==> config.mk <==
export PLATFORM = sky130hd
export DESIGN_NAME = hazard_ctrl_flat
export DESIGN_NICKNAME = d
export VERILOG_FILES = /design/src/rtl/hazard_ctrl_if.sv /design/src/rtl/hazard_ctrl.sv /design/src/flat_wrapper.sv
export SDC_FILE = /design/constraint.sdc
export NUM_CORES = 1
export LEC_CHECK = 0
export ABC_AREA = 1
export CAP_MARGIN = 20
export CORE_MARGIN = 2
export CORE_UTILIZATION = 25
export CTS_CLUSTER_DIAMETER = 40
export DETAILED_ROUTE_END_ITERATION = 8
export PLACE_DENSITY = 0.54
export SLEW_MARGIN = 20
export SYNTH_ARGS = -nofsm -noshare
export SYNTH_HDL_FRONTEND = slang
export SYNTH_SLANG_ARGS = --single-unit
==> constraint.sdc <==
create_clock -name clk -period 3.5 [get_ports clk]
set_input_delay 0.35 -clock clk [delete_from_list [all_inputs] [get_ports clk]]
set_output_delay 0.35 -clock clk [all_outputs]
set_load 0.01 [all_outputs]
==> src/rtl/hazard_ctrl_if.sv <==
// Hazard-controller bundle: pipeline status into the sequencer, stall/flush controls and
// performance counters back out to the pipeline registers.
interface hazard_ctrl_if #(
  parameter int unsigned CNT_W = 32
) ();
  logic             icache_stall;
  logic             dcache_stall;
  logic [4:0]       x_rs1;
  logic [4:0]       x_rs2;
  logic             x_uses_rs1;
  logic             x_uses_rs2;
  logic             x_redirect;
  logic [4:0]       m_rd;
  logic             m_is_load;
  logic             m_valid;

  logic             pc_stall;
  logic             pc_sel_redirect;
  logic             fx_stall;
  logic             fx_flush;
  logic             xm_stall;
  logic             xm_bubble;
  logic [CNT_W-1:0] stall_cycles;
  logic [CNT_W-1:0] redirect_count;

  // Sequencer side.
  modport master (
    input  icache_stall, dcache_stall, x_rs1, x_rs2, x_uses_rs1, x_uses_rs2, x_redirect,
           m_rd, m_is_load, m_valid,
    output pc_stall, pc_sel_redirect, fx_stall, fx_flush, xm_stall, xm_bubble,
           stall_cycles, redirect_count
  );

  // Pipeline side.
  modport slave (
    output icache_stall, dcache_stall, x_rs1, x_rs2, x_uses_rs1, x_uses_rs2, x_redirect,
           m_rd, m_is_load, m_valid,
    input  pc_stall, pc_sel_redirect, fx_stall, fx_flush, xm_stall, xm_bubble,
           stall_cycles, redirect_count
  );
endinterface

==> src/rtl/hazard_ctrl.sv <==
// Stall/flush sequencer for the F -> X -> M/WB pipeline. Control outputs are combinational
// from the current state and inputs; only the FSM, its counters and the perf counters are flopped.
module hazard_ctrl #(
  parameter int unsigned LU_BUBBLES    = 1,
  parameter int unsigned RST_FLUSH_CYC = 2,
  parameter int unsigned CNT_W         = 32
) (
  input logic           clk,
  input logic           reset,
  hazard_ctrl_if.master hif
);

  typedef enum logic [1:0] {
    StRstFlush,
    StRun,
    StLuWait,
    StMemFreeze
  } state_e;

  localparam logic [1:0] LuReload = 2'(LU_BUBBLES - 1);
  localparam logic [2:0] RfReload = 3'(RST_FLUSH_CYC);

  state_e           state_q, state_d;
  state_e           ret_q, ret_d;
  state_e           eff_state;
  logic [1:0]       bub_cnt_q, bub_cnt_d;
  logic [2:0]       rf_cnt_q, rf_cnt_d;
  logic [CNT_W-1:0] stall_cycles_q, stall_cycles_d;
  logic [CNT_W-1:0] redirect_count_q, redirect_count_d;

  logic rs1_hit, rs2_hit, lu;
  logic pc_stall, pc_sel_redirect, fx_stall, fx_flush, xm_stall, xm_bubble;

  always_comb begin
    rs1_hit = hif.x_uses_rs1 && (hif.x_rs1 == hif.m_rd);
    rs2_hit = hif.x_uses_rs2 && (hif.x_rs2 == hif.m_rd);
    lu      = hif.m_valid && hif.m_is_load && (hif.m_rd != 5'd0) && (rs1_hit || rs2_hit);
  end

  // Releasing a memory freeze resumes the saved state within the same cycle.
  always_comb begin
    eff_state = state_q;
    if (state_q == StMemFreeze && !hif.dcache_stall) begin
      eff_state = ret_q;
    end
  end

  always_comb begin
    state_d         = eff_state;
    ret_d           = ret_q;
    bub_cnt_d       = bub_cnt_q;
    rf_cnt_d        = rf_cnt_q;
    pc_stall        = 1'b0;
    pc_sel_redirect = 1'b0;
    fx_stall        = 1'b0;
    fx_flush        = 1'b0;
    xm_stall        = 1'b0;
    xm_bubble       = 1'b0;

    unique case (eff_state)
      StRstFlush: begin
        pc_stall  = 1'b1;
        fx_flush  = 1'b1;
        xm_bubble = 1'b1;
        rf_cnt_d  = rf_cnt_q - 3'd1;
        if (rf_cnt_q == 3'd1) begin
          state_d = StRun;
        end
      end
      StMemFreeze: begin
        pc_stall = 1'b1;
        fx_stall = 1'b1;
        xm_stall = 1'b1;
      end
      StLuWait: begin
        if (hif.dcache_stall) begin
          pc_stall = 1'b1;
          fx_stall = 1'b1;
          xm_stall = 1'b1;
          state_d  = StMemFreeze;
          ret_d    = StLuWait;
        end else begin
          // X is held here, so a pending redirect waits until RUN.
          pc_stall  = 1'b1;
          fx_stall  = 1'b1;
          xm_bubble = 1'b1;
          bub_cnt_d = bub_cnt_q - 2'd1;
          if (bub_cnt_q == 2'd1) begin
            state_d = StRun;
          end
        end
      end
      StRun: begin
        if (hif.dcache_stall) begin
          pc_stall = 1'b1;
          fx_stall = 1'b1;
          xm_stall = 1'b1;
          state_d  = StMemFreeze;
          ret_d    = StRun;
        end else if (lu) begin
          pc_stall  = 1'b1;
          fx_stall  = 1'b1;
          xm_bubble = 1'b1;
          bub_cnt_d = LuReload;
          state_d   = (LU_BUBBLES > 1) ? StLuWait : StRun;
        end else if (hif.x_redirect) begin
          // Redirect overrides a pending fetch wait.
          pc_sel_redirect = 1'b1;
          fx_flush        = 1'b1;
        end else if (hif.icache_stall) begin
          pc_stall = 1'b1;
          fx_flush = 1'b1;
        end
      end
      default: begin
        state_d = StRstFlush;
      end
    endcase

    if (reset) begin
      pc_stall        = 1'b1;
      pc_sel_redirect = 1'b0;
      fx_stall        = 1'b0;
      fx_flush        = 1'b1;
      xm_stall        = 1'b0;
      xm_bubble       = 1'b1;
    end
  end

  always_comb begin
    stall_cycles_d   = stall_cycles_q;
    redirect_count_d = redirect_count_q;
    if (pc_stall && !(&stall_cycles_q)) begin
      stall_cycles_d = stall_cycles_q + 1'b1;
    end
    if (pc_sel_redirect && !(&redirect_count_q)) begin
      redirect_count_d = redirect_count_q + 1'b1;
    end
  end

  always_ff @(posedge clk) begin
    if (reset) begin
      state_q          <= StRstFlush;
      ret_q            <= StRun;
      rf_cnt_q         <= RfReload;
      bub_cnt_q        <= 2'd0;
      stall_cycles_q   <= '0;
      redirect_count_q <= '0;
    end else begin
      state_q          <= state_d;
      ret_q            <= ret_d;
      rf_cnt_q         <= rf_cnt_d;
      bub_cnt_q        <= bub_cnt_d;
      stall_cycles_q   <= stall_cycles_d;
      redirect_count_q <= redirect_count_d;
    end
  end

  assign hif.pc_stall        = pc_stall;
  assign hif.pc_sel_redirect = pc_sel_redirect;
  assign hif.fx_stall        = fx_stall;
  assign hif.fx_flush        = fx_flush;
  assign hif.xm_stall        = xm_stall;
  assign hif.xm_bubble       = xm_bubble;
  assign hif.stall_cycles    = stall_cycles_q;
  assign hif.redirect_count  = redirect_count_q;

  a_fx_excl: assert property (@(posedge clk) !(fx_stall && fx_flush));
  a_xm_excl: assert property (@(posedge clk) !(xm_stall && xm_bubble));

endmodule

==> src/flat_wrapper.sv <==
// flat-port wrapper written by rule: the top's interface ports become plain ports
module hazard_ctrl_flat 
#(
  parameter int unsigned LU_BUBBLES    = 1,
  parameter int unsigned RST_FLUSH_CYC = 2,
  parameter int unsigned CNT_W         = 32
)
  (clk, reset, hif_icache_stall, hif_dcache_stall, hif_x_rs1, hif_x_rs2, hif_x_uses_rs1, hif_x_uses_rs2, hif_x_redirect, hif_m_rd, hif_m_is_load, hif_m_valid, hif_pc_stall, hif_pc_sel_redirect, hif_fx_stall, hif_fx_flush, hif_xm_stall, hif_xm_bubble, hif_stall_cycles, hif_redirect_count);
  hazard_ctrl_if #(.CNT_W(CNT_W)) hif_i ();
  input logic clk;
  input logic reset;
  input wire logic [$bits(hif_i.icache_stall)-1:0] hif_icache_stall;
  input wire logic [$bits(hif_i.dcache_stall)-1:0] hif_dcache_stall;
  input wire logic [$bits(hif_i.x_rs1)-1:0] hif_x_rs1;
  input wire logic [$bits(hif_i.x_rs2)-1:0] hif_x_rs2;
  input wire logic [$bits(hif_i.x_uses_rs1)-1:0] hif_x_uses_rs1;
  input wire logic [$bits(hif_i.x_uses_rs2)-1:0] hif_x_uses_rs2;
  input wire logic [$bits(hif_i.x_redirect)-1:0] hif_x_redirect;
  input wire logic [$bits(hif_i.m_rd)-1:0] hif_m_rd;
  input wire logic [$bits(hif_i.m_is_load)-1:0] hif_m_is_load;
  input wire logic [$bits(hif_i.m_valid)-1:0] hif_m_valid;
  output wire logic [$bits(hif_i.pc_stall)-1:0] hif_pc_stall;
  output wire logic [$bits(hif_i.pc_sel_redirect)-1:0] hif_pc_sel_redirect;
  output wire logic [$bits(hif_i.fx_stall)-1:0] hif_fx_stall;
  output wire logic [$bits(hif_i.fx_flush)-1:0] hif_fx_flush;
  output wire logic [$bits(hif_i.xm_stall)-1:0] hif_xm_stall;
  output wire logic [$bits(hif_i.xm_bubble)-1:0] hif_xm_bubble;
  output wire logic [$bits(hif_i.stall_cycles)-1:0] hif_stall_cycles;
  output wire logic [$bits(hif_i.redirect_count)-1:0] hif_redirect_count;
  assign hif_i.icache_stall = hif_icache_stall;
  assign hif_i.dcache_stall = hif_dcache_stall;
  assign hif_i.x_rs1 = hif_x_rs1;
  assign hif_i.x_rs2 = hif_x_rs2;
  assign hif_i.x_uses_rs1 = hif_x_uses_rs1;
  assign hif_i.x_uses_rs2 = hif_x_uses_rs2;
  assign hif_i.x_redirect = hif_x_redirect;
  assign hif_i.m_rd = hif_m_rd;
  assign hif_i.m_is_load = hif_m_is_load;
  assign hif_i.m_valid = hif_m_valid;
  assign hif_pc_stall = hif_i.pc_stall;
  assign hif_pc_sel_redirect = hif_i.pc_sel_redirect;
  assign hif_fx_stall = hif_i.fx_stall;
  assign hif_fx_flush = hif_i.fx_flush;
  assign hif_xm_stall = hif_i.xm_stall;
  assign hif_xm_bubble = hif_i.xm_bubble;
  assign hif_stall_cycles = hif_i.stall_cycles;
  assign hif_redirect_count = hif_i.redirect_count;
  hazard_ctrl #(.LU_BUBBLES(LU_BUBBLES), .RST_FLUSH_CYC(RST_FLUSH_CYC), .CNT_W(CNT_W)) u_core (.clk(clk), .reset(reset), .hif(hif_i));
endmodule
# After elaboration in Yosys (flattened, before gate mapping)
# Index checks and enable logic that the tools add are counted.
# op_classes
addsub	4
n_reduce_logical	22
mux	41
eq_ne	13
# op_table
op	n
32-bit by 1-bit adder with 32-bit output (second input constant)	2
32-bit AND reduction	2
1-bit 2-to-1 mux	22
2-bit 2-to-1 mux	11
5-bit equality test	2
1-bit logical AND	8
2-bit != test (second input constant)	4
1-bit one-hot mux with 2 select lines	4
2-bit one-hot mux with 2 select lines	2
2-bit equality test (second input constant)	3
2-bit one-hot mux with 3 select lines	1
5-bit nonzero test	1
2-bit by 1-bit equality test with 1-bit output (second input constant)	2
4-bit AND reduction	1
2-bit OR reduction	2
3-bit by 1-bit equality test with 1-bit output (second input constant)	1
1-bit logical NOT	3
1-bit one-hot mux with 3 select lines	1
3-bit AND reduction	1
3-bit OR reduction	1
3-bit by 1-bit subtractor with 3-bit output (second input constant)	1
2-bit logical NOT	1
2-bit by 1-bit != test with 1-bit output (second input constant)	1
2-bit nonzero test	1
other kinds (2)	2
# word_totals
wordCells	86
reg_bits	73
out_inout_bits	70
input_bits	24

# Longest topological paths before layout
# Gate-level depths: netlist of run 1.
# logic_depth
ltp_word	9
ltp_mapped	13
mapped_depth_nobuf	13

# Worst setup path before layout of run 1
# OpenSTA, ideal clock, no wires.
# synth_path
kind	input port to flip-flop
from	input hif_dcache_stall
to	register u_core.redirect_count_q[2] (netlist: u_core.hif.redirect_count[2])
cell_stages	9
path_buffers	1
required_time_ps	3386
slack_ps	1480
arrival_ps	1907
setup_ps	114
cell_sequence	inv_2 -> a21oi_1 -> ha_1 -> nand2_1 -> nor2_1 -> nand4_2 -> buf_6 -> a21oi_1 -> nor2_1
# synth_between
elab_chain_cells	7
word_cells_on_any_way	8
classes_between	1 x eq/ne; 4 x mux; 3 x reduce/logical
# synth_lines
item	line	text
from (decl)	flat_wrapper.sv:13	input wire logic [$bits(hif_i.dcache_stall)-1:0] hif_dcache_stall;
1-bit logical NOT	hazard_ctrl.sv:43	if (state_q == StMemFreeze && !hif.dcache_stall) begin
1-bit logical AND	hazard_ctrl.sv:43	
2-bit 2-to-1 mux	hazard_ctrl.sv:43	
2-bit by 1-bit equality test with 1-bit output	hazard_ctrl.sv:60	unique case (eff_state)
1-bit 2-to-1 mux (*)	hazard_ctrl.sv:60	
1-bit 2-to-1 mux (*)	hazard_ctrl.sv:120	if (reset) begin
1-bit logical AND (*)	hazard_ctrl.sv:136	if (pc_sel_redirect && !(&redirect_count_q)) begin
to (signal assigned)	hazard_ctrl.sv:155	redirect_count_q <= redirect_count_d;
to (decl)	hazard_ctrl.sv:29	logic [CNT_W-1:0] redirect_count_q, redirect_count_d;
# Mark *: on every way between the ends. The rest lies on a longest branch, timed or not.
# A chain may end at the register's enable or synchronous reset.

# Worst setup path after layout of run 1
# layout_path
from	input hif_dcache_stall
to	output hif_xm_bubble
# layout_between
elab_chain_cells	6
word_cells_on_any_way	10
classes_between	2 x eq/ne; 5 x mux; 3 x reduce/logical
# layout_lines
item	line	text
1-bit logical NOT	hazard_ctrl.sv:43	
1-bit logical AND	hazard_ctrl.sv:43	
2-bit 2-to-1 mux	hazard_ctrl.sv:43	
2-bit by 1-bit equality test with 1-bit output, or another cell as far along	hazard_ctrl.sv:60	
1-bit one-hot mux with 3 select lines (*)	hazard_ctrl.sv:60	
1-bit 2-to-1 mux (*)	hazard_ctrl.sv:120	
to (decl)	flat_wrapper.sv:27	output wire logic [$bits(hif_i.xm_bubble)-1:0] hif_xm_bubble;
# Marks and branches as above.

==> results of run 1 <==
## per-layer routing
| layer | GRT usage (%) | wire length (um) | vias to the layer above |
|---|---|---|---|
| met5 | 0 | 0 | - |
| met4 | 3.431 | 161 | 0 |
| met3 | 3.323 | 695 | 12 |
| met2 | 23.93 | 6858 | 90 |
| met1 | 17.98 | 7001 | 2312 |
| li1 | - | - | 2700 |
## area by class of cell
class | instances | area [um2] | share of cell area (%)
Clock buffer | 10 | 239.0 | 3.661
Clock inverter | 6 | 115.1 | 1.763
Inverter | 70 | 262.8 | 4.025
Multi-Input combinational cell | 624 | 3147 | 48.21
Sequential cell | 73 | 1461 | 22.39
Tap cell | 265 | 331.6 | 5.080
Timing Repair Buffer | 99 | 970.9 | 14.87
## worst max-delay path, delay by kind of cell
kind / cells / cell delay [ps]
simple gates: 2 / 340
fa+ha+maj: 1 / 300
compound gates: 2 / 420
buf+inv: 4 / 1420
## cells by family (layout without fill, tap and decap cells)
logic type / count (synthesis) / count (layout) / share of synthesized area, %
xor gates and xnor gates: 36 / 36 / 6.314
buffers and inverters: 89 / 185 / 7.717
and+or+nand+nor: 491 / 491 / 44.43
AOI/OAI and AO/OA: 88 / 88 / 10.02
adders and majority gates: 9 / 9 / 2.255
DFF: 73 / 73 / 29.27
## state kept, by name, summed over array words and instances (netlist names)
name and count:
u_core.hif.stall_cycles 32, u_core.hif.redirect_count 32, u_core.rf_cnt_q 3, u_core.state_q 2, u_core.bub_cnt_q 2, u_core.ret_q 2
## final timing paths
path / to / depth (start not counted) / from
max: hif_xm_bubble / 9 / hif_dcache_stall
min: u_core.bub_cnt_q[0]$_SDFFE_PP0P_ / 1 / u_core.bub_cnt_q[0]$_SDFFE_PP0P_
max reg2reg: u_core.hif.stall_cycles[0]$_SDFFE_PP0P_ / 13 / u_core.state_q[0]$_SDFF_PP0_
min reg2reg: u_core.bub_cnt_q[0]$_SDFFE_PP0P_ / 1 / u_core.bub_cnt_q[0]$_SDFFE_PP0P_
## cell usage after synthesis, types with 2 or more instances
library cell	n	area, um2
xnor2_1	12	105.1
nor2_1	107	401.6
nand2_2	10	62.56
inv_2	8	30.03
clkbuf_1	8	30.03
inv_1	62	232.7
buf_6	4	45.04
nand3_1	49	245.2
nand2_4	2	22.52
o21ai_0	12	60.06
nand2_1	260	975.9
ha_1	9	112.6
a21boi_0	2	15.01
nor2_2	6	37.54
nand4_4	2	42.54
buf_2	5	25.02
nand3b_1	8	60.06
and3_1	3	18.77
a21oi_1	57	285.3
xor2_1	24	210.2
a21oi_2	10	87.58
nor3_1	16	80.08
nand3_4	2	35.03
dfxtp_1	73	1461
nor2_4	5	56.30
o211ai_1	2	15.01
nor3_2	4	40.04
nand4_1	11	68.82
## cells in the final DEF (no fill, tap or decap), types with 2 or more instances in the layout
master | synthesis | layout
inv_2 | 8 | 8
nand4_4 | 2 | 2
nor3_2 | 4 | 4
clkinv_4 | 0 | 2
a21boi_0 | 2 | 2
nand3b_1 | 8 | 8
nand3_1 | 49 | 49
dfxtp_1 | 73 | 73
nand2_4 | 2 | 2
a21oi_1 | 57 | 57
nand4_1 | 11 | 11
xor2_1 | 24 | 24
nand3_4 | 2 | 2
o211ai_1 | 2 | 2
inv_1 | 62 | 62
nor2_2 | 6 | 6
nor2_4 | 5 | 5
nor3_1 | 16 | 16
nor2_1 | 107 | 107
ha_1 | 9 | 9
buf_4 | 1 | 6
xnor2_1 | 12 | 12
clkdlybuf4s50_1 | 0 | 92
a21oi_2 | 10 | 10
and3_1 | 3 | 3
nand2_2 | 10 | 10
bufinv_16 | 0 | 3
nand2_1 | 260 | 260
clkbuf_16 | 0 | 9
o21ai_0 | 12 | 12
## report_power, final
| part | switching (mW) | internal (mW) | leakage, nW |
|---|---|---|---|
| sequential | 0.0252 | 0.869 | 0.590 |
| combinational | 0.202 | 0.147 | 1.63 |
| clock | 0.382 | 0.718 | 0.169 |
| total | 0.609 | 1.73 | 2.39 |
==> flow_summary.ini, run 1 <==
[floorplan]
rows = 51
coreArea_mm2 = 0.01953
die_w_um = 145.3
ioPinCount = 94
die_y_um = 145.3
initial_core_util_pct = 25.57
dieArea_mm2 = 0.02112

[layout]
fin_area_mm2 = 0.006528
syn2layout_area_growth_pct = 30.72
fin_util_pct = 33.43
num-fill-cells = 2199
drive_gt1_share_pct = 8.617
final_nets = 910
instances_no_fill = 1147
diodes = 0

[clock_network]
cts_resized = 0
clkTransAtPathRegs_ps = 60
clockBufferDepth = 2
numCtsBuffers = 9
cts-root-buf = clkbuf_16
cts.sinks = 73
cts_tree = built
clock_latency_ps = 350
cts_hold_buffers = 0
postCtsSetupBuffers = 0
htreeDepth = 3

[critical_path]
path_class = in2out
slowest_delay_ps = 600
critPathCaptureType = output port
startpoint_type = input pin
cpMostUsedCell = clkdlybuf4s50_1
cp_cell_sequence = clkdlybuf4s50_1 > inv_2 > a21oi_1 > ha_1 > inv_1 > nor2_1 > nand3_1 > a32oi_1 > clkdlybuf4s50_1
worst-path-max-fanout = 6
cp.arrival_ps = 2830
reg2reg_slack_ps = 1210
cp_slowest_cell = clkdlybuf4s50_1
required_ps = 3150

[timing]
rsz0062_at_grt = false
drv_slew = 0
tightest_slew_ps = 576.7
timing.setup.tns_ps = 0
whs_ps = 457.6
relSlewSlack_pct = 61.47
min_period_ps = 3178
post-route-period-util_pct = 90.79
hold_viol = 0
finClkSkew_ps = 9.273
setup_violations = 0
setup_ws_ps = 322.2
max_clock_freq_mhz = 314.7

[route]
antenna_left = 0
avgRoutedWirePerCell_um = 12.83
drc_errors = 0
avgViaCountPerCell = 4.459
firstDrtPassIters = 4
drtIter0Drc = 205
dr_total_vias = 5114
drt_wl_total_um = 14720

[place]
place.gp.congestion = 0.8236
placed_area_mm2 = 0.006173
port_buffers = 93
dp_hpwl_um = 11120
placed_cells = 1131
dp_slack_ps = 323.8

[yosys]
ys.flop_type = dfxtp_1
synth_area_mm2 = 0.004994
synth_cell_types = 41
yosys_warnings = 0
syn_inst = 786
avgSynthCellArea_um2 = 6.353
async_flop_share_pct = 0
synth_edf_count = 0
ys_ff_latch = 73
ys_seq_area_share_pct = 29.27
synth_fp_nets = 819

[grt]
grt_max_degree = 37
grt_antenna_before_repair = 0
grt_pass1_vias = 4794
grt_usage_pct = 14.06
grt_pass1_wl_um = 24440
gr-total-overflow = 0

[power]
totalPowerFinal_mw = 2.343
ir_worst_vdd_uv = 246.0
cellPowerDensity_mw_per_mm2 = 358.9
p_leak_nw = 2.390

[run_status]
status = complete, no violations

[flow_run]
cap_violations = 0

[min_path]
hp-class = reg2reg
Power figures use the tool's default switching activity.
==> run 2, diff against run 1 <==
Settings changed: CTS_CLUSTER_DIAMETER 40 to default, PLACE_DENSITY 0.54 to default, SKIP_LAST_GASP from default to 1.
==> flow_summary.ini, run 2 (same netlist as run 1, synthesis figures left out) <==
[run_status]
status = complete, no violations

[route]
avgRoutedWirePerCell_um = 12.55
drt_wl_total_um = 14400
dr_total_vias = 5187
avgViaCountPerCell = 4.522
drtIter0Drc = 289
drc_errors = 0
firstDrtPassIters = 4
antenna_left = 0

[clock_network]
cts_hold_buffers = 0
postCtsSetupBuffers = 0
clockBufferDepth = 2
clock_latency_ps = 340
cts.sinks = 73
clkTransAtPathRegs_ps = 50
htreeDepth = 3
cts_tree = built
cts_resized = 0
cts-root-buf = clkbuf_16
numCtsBuffers = 9

[layout]
layout_common_cells = 260 x nand2_1, 107 x nor2_1, 92 x clkdlybuf4s50_1
fin_util_pct = 33.12
syn2layout_area_growth_pct = 29.52
final_common_cell = nand2_1
num-fill-cells = 2134
fin_area_mm2 = 0.006467
final_nets = 910
drive_gt1_share_pct = 8.503
diodes = 0

[min_path]
hp-start = u_core.bub_cnt_q[0]$_SDFFE_PP0P_
hold-path-cell-count = 1
hp-class = reg2reg
hold_end = u_core.bub_cnt_q[0]$_SDFFE_PP0P_

[critical_path]
path_class = in2out
reg2reg_slack_ps = 1230
cp_cell_sequence = clkdlybuf4s50_1 > inv_2 > a21oi_1 > ha_1 > inv_1 > nor2_1 > nand3_1 > a32oi_1 > clkdlybuf4s50_1
cpMostUsedCell = clkdlybuf4s50_1
reg2reg_depth = 10
critPathCaptureType = output port
worst-path-max-fanout = 6
cp_slowest_cell = clkdlybuf4s50_1
timing.rr.start = u_core.hif.stall_cycles[0]$_SDFFE_PP0P_
required_ps = 3150
slowest_delay_ps = 590
cp.arrival_ps = 2800
startpoint_type = input pin
r2r-end = u_core.hif.stall_cycles[1]$_SDFFE_PP0P_

[timing]
timing.setup.tns_ps = 0
drv_slew = 0
hold_viol = 0
min_period_ps = 3148
relSlewSlack_pct = 54.67
finClkSkew_ps = 4.922
rsz0062_at_grt = false
tightest_slew_ps = 680.0
setup_violations = 0
post-route-period-util_pct = 89.93
max_clock_freq_mhz = 317.7

[flow_run]
cap_violations = 0

[grt]
gr-total-overflow = 0
grt_pass1_wl_um = 23490
grt_usage_pct = 13.46
grt_max_degree = 57
grt_pass1_vias = 4783
grt_antenna_before_repair = 0

[place]
place.gp.congestion = 0.8726
dp_hpwl_um = 10690
placed_area_mm2 = 0.006173
port_buffers = 93

[power]
ir_worst_vdd_uv = 223.8
cellPowerDensity_mw_per_mm2 = 332.5
p_leak_nw = 2.370

[floorplan]
ioPinCount = 94
initial_core_util_pct = 25.57
die_y_um = 145.3
coreArea_mm2 = 0.01953
die_w_um = 145.3
dieArea_mm2 = 0.02112
rows = 51
==> run 2: how the worst max path moves through the flow <==
stage | from | endpoint | slack, ps | depth (start not counted)
6_report | hif_dcache_stall | hif_xm_bubble | 350 | 9
5_1_grt | hif_dcache_stall | hif_fx_stall | 120 | 9
4_1_cts | hif_dcache_stall | hif_xm_bubble | 340 | 9
3_5_place_dp | hif_dcache_stall | hif_xm_bubble | 340 | 9
3_3_place_gp | hif_dcache_stall | hif_xm_bubble | 390 | 9
2_1_floorplan | hif_dcache_stall | u_core.hif.redirect_count[2]$_SDFFE_PP0P_ | 1480 | 9
==> run 2: critical path: cells and delay by family <==
family | cells | cell delay, ps
AND/OR/NAND/NOR | 2 | 330
adder cells (fa/ha/maj) | 1 | 290
buffers and inverters | 4 | 1420
AO/OA/AOI/OAI | 2 | 410
==> run 2: metal layers <==
| metal | global-route usage [%] | vias up | share of wire (%) |
|---|---|---|---|
| li1 | - | 2697 | - |
| met1 | 17.36 | 2356 | 49 |
| met2 | 22.70 | 118 | 45 |
| met3 | 2.821 | 16 | 5.0 |
| met4 | 3.922 | 0 | 1.6 |
| met5 | 0 | - | 0 |
==> run 2: cell type report <==
class                           instances  area [um2]  share of cell area (%)
Multi-Input combinational cell        624        3147                   48.66
Clock inverter                          2       10.01                  0.1548
Clock buffer                           14       284.0                   4.392
Tap cell                              265       331.6                   5.127
Timing Repair Buffer                   99       970.9                   15.01
Inverter                               70       262.8                   4.063
Sequential cell                        73        1461                   22.60
==> run 2: report_power, final <==
group / internal (mW) / switching (mW)
sequential: 0.869 / 0.0251
clock: 0.555 / 0.351
combinational: 0.148 / 0.203
==> run 2: through the flow <==
step	setup WS (ps)	hold slack, ps	cells	power [mW]
2_1_floorplan	1480	432.9	786	1.135
3_3_place_gp	385.4	450.7	1131	1.259
3_5_place_dp	337.3	462.2	1131	1.262
4_1_cts	335.1	470.1	1147	2.184
5_1_grt	121.3	500.9	1147	2.257
6_report	352.3	463.6	1147	2.150
